<file path="src/rtl/div_pkg.sv">
// Shared definitions for the repeated-subtraction divider: data width and controller states.
package div_pkg;
  localparam int DATA_W = 8;

  typedef enum logic [2:0] {
    IDLE,
    CLEAR,
    LOADN,
    LOADP,
    LOOP,
    DONE
  } state_e;
endpackage

</file>
<file path="src/rtl/div_by_sub_if.sv">
// Request/result bundle of the divider: Start and Data_in in; Stop and the N/P/Q registers out.
interface div_by_sub_if;
  import div_pkg::*;

  logic              Start;
  logic [DATA_W-1:0] Data_in;
  logic              Stop;
  logic [DATA_W-1:0] Nw;
  logic [DATA_W-1:0] Pw;
  logic [DATA_W-1:0] Qw;

  modport master (output Start, output Data_in, input Stop, input Nw, input Pw, input Qw);
  modport slave  (input Start, input Data_in, output Stop, output Nw, output Pw, output Qw);
endinterface

</file>
<file path="src/rtl/div_ctrlpath.sv">
// Divider controller: sequences clear, operand loads and the subtract loop.
module div_ctrlpath
  import div_pkg::*;
(
  input  logic Clk,
  input  logic Rst_n,
  input  logic Start,
  input  logic PgtN,
  input  logic PeqZ,
  output logic LoadN,
  output logic LoadP,
  output logic LoadS,
  output logic Clear,
  output logic IncQ,
  output logic Stop
);

  state_e state_q;
  logic   clear_q;
  logic   loadn_q;
  logic   loadp_q;
  logic   loop_end;

  assign loop_end = PgtN | PeqZ;

  // Setup strobes are registered on entry to their state; the loop strobes
  // depend on the live comparison and so stay combinational.
  always_ff @(posedge Clk or negedge Rst_n) begin
    if (!Rst_n) begin
      state_q <= IDLE;
      clear_q <= 1'b0;
      loadn_q <= 1'b0;
      loadp_q <= 1'b0;
    end else begin
      clear_q <= 1'b0;
      loadn_q <= 1'b0;
      loadp_q <= 1'b0;
      case (state_q)
        IDLE: begin
          if (Start) begin
            state_q <= CLEAR;
            clear_q <= 1'b1;
          end
        end
        CLEAR: begin
          state_q <= LOADN;
          loadn_q <= 1'b1;
        end
        LOADN: begin
          state_q <= LOADP;
          loadp_q <= 1'b1;
        end
        LOADP: state_q <= LOOP;
        LOOP: begin
          if (loop_end) state_q <= DONE;
        end
        DONE: begin
          if (!Start) state_q <= IDLE;
        end
        default: state_q <= IDLE;
      endcase
    end
  end

  assign Clear = clear_q;
  assign LoadN = loadn_q;
  assign LoadP = loadp_q;
  assign LoadS = (state_q == LOOP) && !loop_end;
  assign IncQ  = (state_q == LOOP) && !loop_end;
  assign Stop  = (state_q == DONE) || ((state_q == LOOP) && loop_end);

endmodule

</file>
<file path="src/rtl/div_datapath.sv">
// Divider datapath: N/P/Q registers with subtractor, quotient incrementer and comparator.
module div_datapath
  import div_pkg::*;
(
  input  logic              Clk,
  input  logic              Rst_n,
  input  logic [DATA_W-1:0] Data_in,
  input  logic              LoadN,
  input  logic              LoadP,
  input  logic              LoadS,
  input  logic              Clear,
  input  logic              IncQ,
  output logic              PgtN,
  output logic              PeqZ,
  output logic [DATA_W-1:0] Nw,
  output logic [DATA_W-1:0] Pw,
  output logic [DATA_W-1:0] Qw
);

  logic [DATA_W-1:0] n_q, n_d;
  logic [DATA_W-1:0] p_q, p_d;
  logic [DATA_W-1:0] q_q, q_d;

  // LoadS only fires when P <= N, so the subtract cannot wrap.
  always_comb begin
    n_d = n_q;
    p_d = p_q;
    q_d = q_q;
    if (Clear) q_d = '0;
    if (LoadN) n_d = Data_in;
    if (LoadP) p_d = Data_in;
    if (LoadS) n_d = n_q - p_q;
    if (IncQ)  q_d = q_q + DATA_W'(1);
  end

  always_ff @(posedge Clk or negedge Rst_n) begin
    if (!Rst_n) begin
      n_q <= '0;
      p_q <= '0;
      q_q <= '0;
    end else begin
      n_q <= n_d;
      p_q <= p_d;
      q_q <= q_d;
    end
  end

  assign PgtN = (p_q > n_q);
  assign PeqZ = (p_q == '0);
  assign Nw   = n_q;
  assign Pw   = p_q;
  assign Qw   = q_q;

endmodule

</file>
<file path="src/rtl/div_by_sub.sv">
// Unsigned 8-bit repeated-subtraction divider: controller plus datapath, wiring only.
module div_by_sub (
  input  logic         Clk,
  input  logic         Rst_n,
  div_by_sub_if.slave  bus
);

  logic LoadN, LoadP, LoadS, Clear, IncQ;
  logic PgtN, PeqZ;

  div_ctrlpath u_ctrl (
    .Clk   (Clk),
    .Rst_n (Rst_n),
    .Start (bus.Start),
    .PgtN  (PgtN),
    .PeqZ  (PeqZ),
    .LoadN (LoadN),
    .LoadP (LoadP),
    .LoadS (LoadS),
    .Clear (Clear),
    .IncQ  (IncQ),
    .Stop  (bus.Stop)
  );

  div_datapath u_dp (
    .Clk     (Clk),
    .Rst_n   (Rst_n),
    .Data_in (bus.Data_in),
    .LoadN   (LoadN),
    .LoadP   (LoadP),
    .LoadS   (LoadS),
    .Clear   (Clear),
    .IncQ    (IncQ),
    .PgtN    (PgtN),
    .PeqZ    (PeqZ),
    .Nw      (bus.Nw),
    .Pw      (bus.Pw),
    .Qw      (bus.Qw)
  );

endmodule

</file>
<file path="src/flat_wrapper.sv">
// flat-port wrapper written by rule: the top's interface ports become plain ports
module div_by_sub_flat 
  (Clk, Rst_n, bus_Start, bus_Data_in, bus_Stop, bus_Nw, bus_Pw, bus_Qw);
  div_by_sub_if bus_i ();
  input  logic Clk;
  input  logic Rst_n;
  input wire logic [$bits(bus_i.Start)-1:0] bus_Start;
  input wire logic [$bits(bus_i.Data_in)-1:0] bus_Data_in;
  output wire logic [$bits(bus_i.Stop)-1:0] bus_Stop;
  output wire logic [$bits(bus_i.Nw)-1:0] bus_Nw;
  output wire logic [$bits(bus_i.Pw)-1:0] bus_Pw;
  output wire logic [$bits(bus_i.Qw)-1:0] bus_Qw;
  assign bus_i.Start = bus_Start;
  assign bus_i.Data_in = bus_Data_in;
  assign bus_Stop = bus_i.Stop;
  assign bus_Nw = bus_i.Nw;
  assign bus_Pw = bus_i.Pw;
  assign bus_Qw = bus_i.Qw;
  div_by_sub u_core (.Clk(Clk), .Rst_n(Rst_n), .bus(bus_i));
endmodule
</file>
<file path="config.mk">
export PLATFORM = sky130hd
export DESIGN_NAME = div_by_sub_flat
export DESIGN_NICKNAME = d
export VERILOG_FILES = /design/src/rtl/div_pkg.sv /design/src/rtl/div_by_sub_if.sv /design/src/rtl/div_ctrlpath.sv /design/src/rtl/div_datapath.sv /design/src/rtl/div_by_sub.sv /design/src/flat_wrapper.sv
export SDC_FILE = /design/constraint.sdc
export NUM_CORES = 1
export LEC_CHECK = 0
export BUFFER_PORTS_ARGS = -buffer_cell sky130_fd_sc_hd__buf_4
export CAP_MARGIN = 20
export CELL_PAD_IN_SITES_DETAIL_PLACEMENT = 1
export CELL_PAD_IN_SITES_GLOBAL_PLACEMENT = 2
export CORE_MARGIN = 8
export CORE_UTILIZATION = 33
export CTS_CLUSTER_DIAMETER = 80
export DETAILED_ROUTE_END_ITERATION = 10
export PLACE_DENSITY_LB_ADDON = 0.3
export SKIP_CTS_REPAIR_TIMING = 1
export SYNTH_ARGS = -nofsm -noshare
export SYNTH_HDL_FRONTEND = slang
export SYNTH_HIERARCHICAL = 1
export SYNTH_SLANG_ARGS = --single-unit
export TNS_END_PERCENT = 5
</file>
<file path="constraint.sdc">
create_clock -name Clk -period 3.85 [get_ports Clk]
set_clock_uncertainty 0.15 [all_clocks]
set_input_delay 0.77 -clock Clk [delete_from_list [all_inputs] [get_ports Clk]]
set_output_delay 0.77 -clock Clk [all_outputs]
set_load 0.01 [all_outputs]
</file>
==> flow_summary.ini <==
[power_and_ir_drop]
switchingPower_uw = 846.3
clkPwrFrac = 0.138
p_leak_uw = 0.0009482
p_sw_frac = 0.4380
power_frac_comb = 0.555
internal_power_uw = 1086
ir_drop_v = 0.0003185
finalPower_uw = 1932
p_per_area_mw_per_mm2 = 887.5
p_seq_frac = 0.307

[clocking]
cts_tree = built
cts_made_buffers = 5
clock-sinks = 30
clockBufferDepth = 2
insertion_delay_ps = 280
htree_levels = 2
cts.clk_slew.worst_paths_ps = 70
root_buffer = clkbuf_8

[floorplanning]
dieWidth_um = 89.17
die-area_mm2 = 0.007951
row_count = 26
core_area_mm2 = 0.005140
start_util = 0.3437
pin_count = 36
fp.dieH_um = 89.17

[run]
cap_violations = 0

[synth]
synth_area_per_cell_um2 = 9.707
yosysWarningCount = 6
syn-num-nets = 203
syn_area_mm2 = 0.001767
syn_inst = 182
ys_seq_area_frac = 0.4249
synth_ff_type = dfrtp_1
synth_edf_count = 0
synth_seq_cells = 30
async_flop_share = 1.000
synth_cell_types = 48

[sta]
worstMarginPinSlew_ps = 489.8
tns_ps = 0
finalCriticalPeriod_ps = 3522
timing.final.crit_share = 0.9147
slew_viol_final = 0
relSlewSlack = 0.6735
finalSetupViolCount = 0
rsz0062_at_grt = no
final_hold_viol_count = 0
timing.fmax_mhz = 284.0

[run_status]
status = complete, no violations

[global_route]
grt-ovfl-total = 0
grt_max_degree = 37
grt_pass1_vias = 1559
grt_antenna_before_repair = 0
track_usage = 0.1301
grt_pass1_wl_mm = 7.907

[routing]
first_iter_violations = 43
drtPass1Iterations = 4
vias = 1469
avgViaCountPerCell = 5.101
drt_wl_total_mm = 4.773
route.antenna.remaining_nets = 0
routedWlPerCell_um = 16.57
remaining_drc_errors = 0

[setup_path]
worstSetupPathType = reg -> out
cp.arrival_ps = 2600
worstPathMaxFanout = 3
required_ps = 2930
worstSetupStartpointType = register
reg2reg_depth = 15
crit_path_end_kind = output pin

[finish]
area_growth_pct = 23.23
nets = 238
diodes = 0
layout-drive-gt1-share = 0.2661
fillers = 606

[min_path]
hold_class = in -> async

[placed_design]
dp_hpwl_mm = 3.647
port_buffers = 35
gp_congestion = 0.7359
## flip-flops by register name, summed over array words and instances, names as in the netlist
register and flops:
u_core/u_ctrl/Clear 1, u_core/u_ctrl/LoadN 1, u_core/u_ctrl/LoadP 1, u_core/u_ctrl/state_q 3, u_core/u_dp/Nw 8, u_core/u_dp/Pw 8, u_core/u_dp/Qw 8
## path summary, 6_finish.rpt
path	start	end	slack (ps)
worst max-delay path	u_core/u_dp/Nw[0]	bus_Stop	330
worst min-delay path	Rst_n	u_core/u_dp/Nw[2]	270
worst max register to register	u_core/u_dp/Nw[0]	u_core/u_dp/Nw[5]	440
worst min register to register	u_core/u_dp/Qw[7]	u_core/u_dp/Qw[7]	340
max in group asynchronous	Rst_n	u_core/u_dp/Qw[4]	2990
min in group Clk	u_core/u_dp/Qw[7]	u_core/u_dp/Qw[7]	340
## layer usage
metal,track usage,part of all wire
met4,0.04381,0.0054
met3,0.03125,0.039
met5,0,0
met2,0.2222,0.48
met1,0.1555,0.47
## layout by cell type, fill, tap and decap left out, types with 3 or more instances in the layout
| cell | instances |
|---|---|
| nand2b_1 | 3 |
| ha_1 | 9 |
| nor2_1 | 11 |
| clkbuf_8 | 6 |
| nand4_1 | 3 |
| nand2_1 | 18 |
| a211oi_1 | 3 |
| o21a_1 | 3 |
| nor3b_1 | 4 |
| buf_4 | 36 |
| a21oi_1 | 3 |
| nand3_1 | 8 |
| mux2i_1 | 8 |
| nor3_1 | 3 |
| inv_1 | 11 |
| dfrtp_1 | 30 |
| nor2b_1 | 3 |
| o21ai_1 | 4 |
| o21ai_0 | 17 |
## area by class of cell
type | instances | area [µm²] | share of cell area
multi-input cells | 133 | 932.1 | 0.4282
clock inverters | 2 | 12.51 | 0.005747
clock buffers | 6 | 82.58 | 0.03793
repair buffers | 36 | 270.3 | 0.1241
inverters | 11 | 41.29 | 0.01897
flip-flops and latches | 30 | 750.7 | 0.3448
well taps | 70 | 87.58 | 0.04023
## logic make-up after synthesis
kind of cell,Yosys count,synth area share
buffers and inverters,19,0.04887
multiplexers,12,0.07082
AO/OA/AOI/OAI,46,0.1778
AND/OR/NAND/NOR,63,0.1926
XOR/XNOR,2,0.009917
flip-flops,30,0.4249
adder cells (fa/ha/maj),10,0.07507
## synthesized netlist by cell type, types with 2 or more instances
library cell  number  area share
buf_2              3      0.0085
mux2i_1            8       0.045
dfrtp_1           30        0.42
mux2_1             2       0.013
clkbuf_1           2      0.0043
o21ai_1            4       0.011
a31oi_1            2      0.0071
nor2_1            11       0.023
a211oi_1           3       0.013
a21oi_1            3      0.0085
o21a_1             3       0.013
nand2b_1           3       0.011
nand3_1            8       0.023
nand2_1           18       0.038
o21ai_0           17       0.048
nor2b_1            4       0.014
nor4b_1            2      0.0099
o22ai_1            2      0.0071
nor3b_1            4       0.017
mux2_2             2       0.013
nand4_1            3       0.011
inv_1             11       0.023
nor3_1             3      0.0085
o31ai_1            2      0.0085
ha_1               9       0.064
## worst max-delay path: stages (launching register included)
cell       delay [ps]
dfrtp_1           380
inv_1              70
ha_1              170
inv_1              60
fa_1              440
a211oi_2          250
o21bai_2          130
a2111oi_2         340
or3_1             170
nor3_2             50
nor2_1            130
buf_4             140
## power by group through the flow
stage               clock network, µW  registers, µW  logic (µW)
floorplan                           0            573         751
detailed placement                  0            604        1080
CTS                               277            599        1090
finish                            266            594        1070
global placement                    0            590        1050
global route                      289            620        1200
## through the flow
stage | area, µm² | utilization | hold WS (ps) | cells | worst slack, ps
after floorplan | 1767 | - | 308.9 | 182 | 751.6
after CTS | 2177 | 0.4236 | 274.1 | 288 | 303.7
final | 2177 | 0.4236 | 270.0 | 288 | 328.4
after detailed placement | 2082 | 0.4051 | 336.1 | 280 | 425.0
after global placement | 2082 | 0.4051 | 318.1 | 280 | 618.4
after global routing | 2177 | 0.4236 | 288.6 | 288 | 151.0
Power figures use the tool's default switching activity.
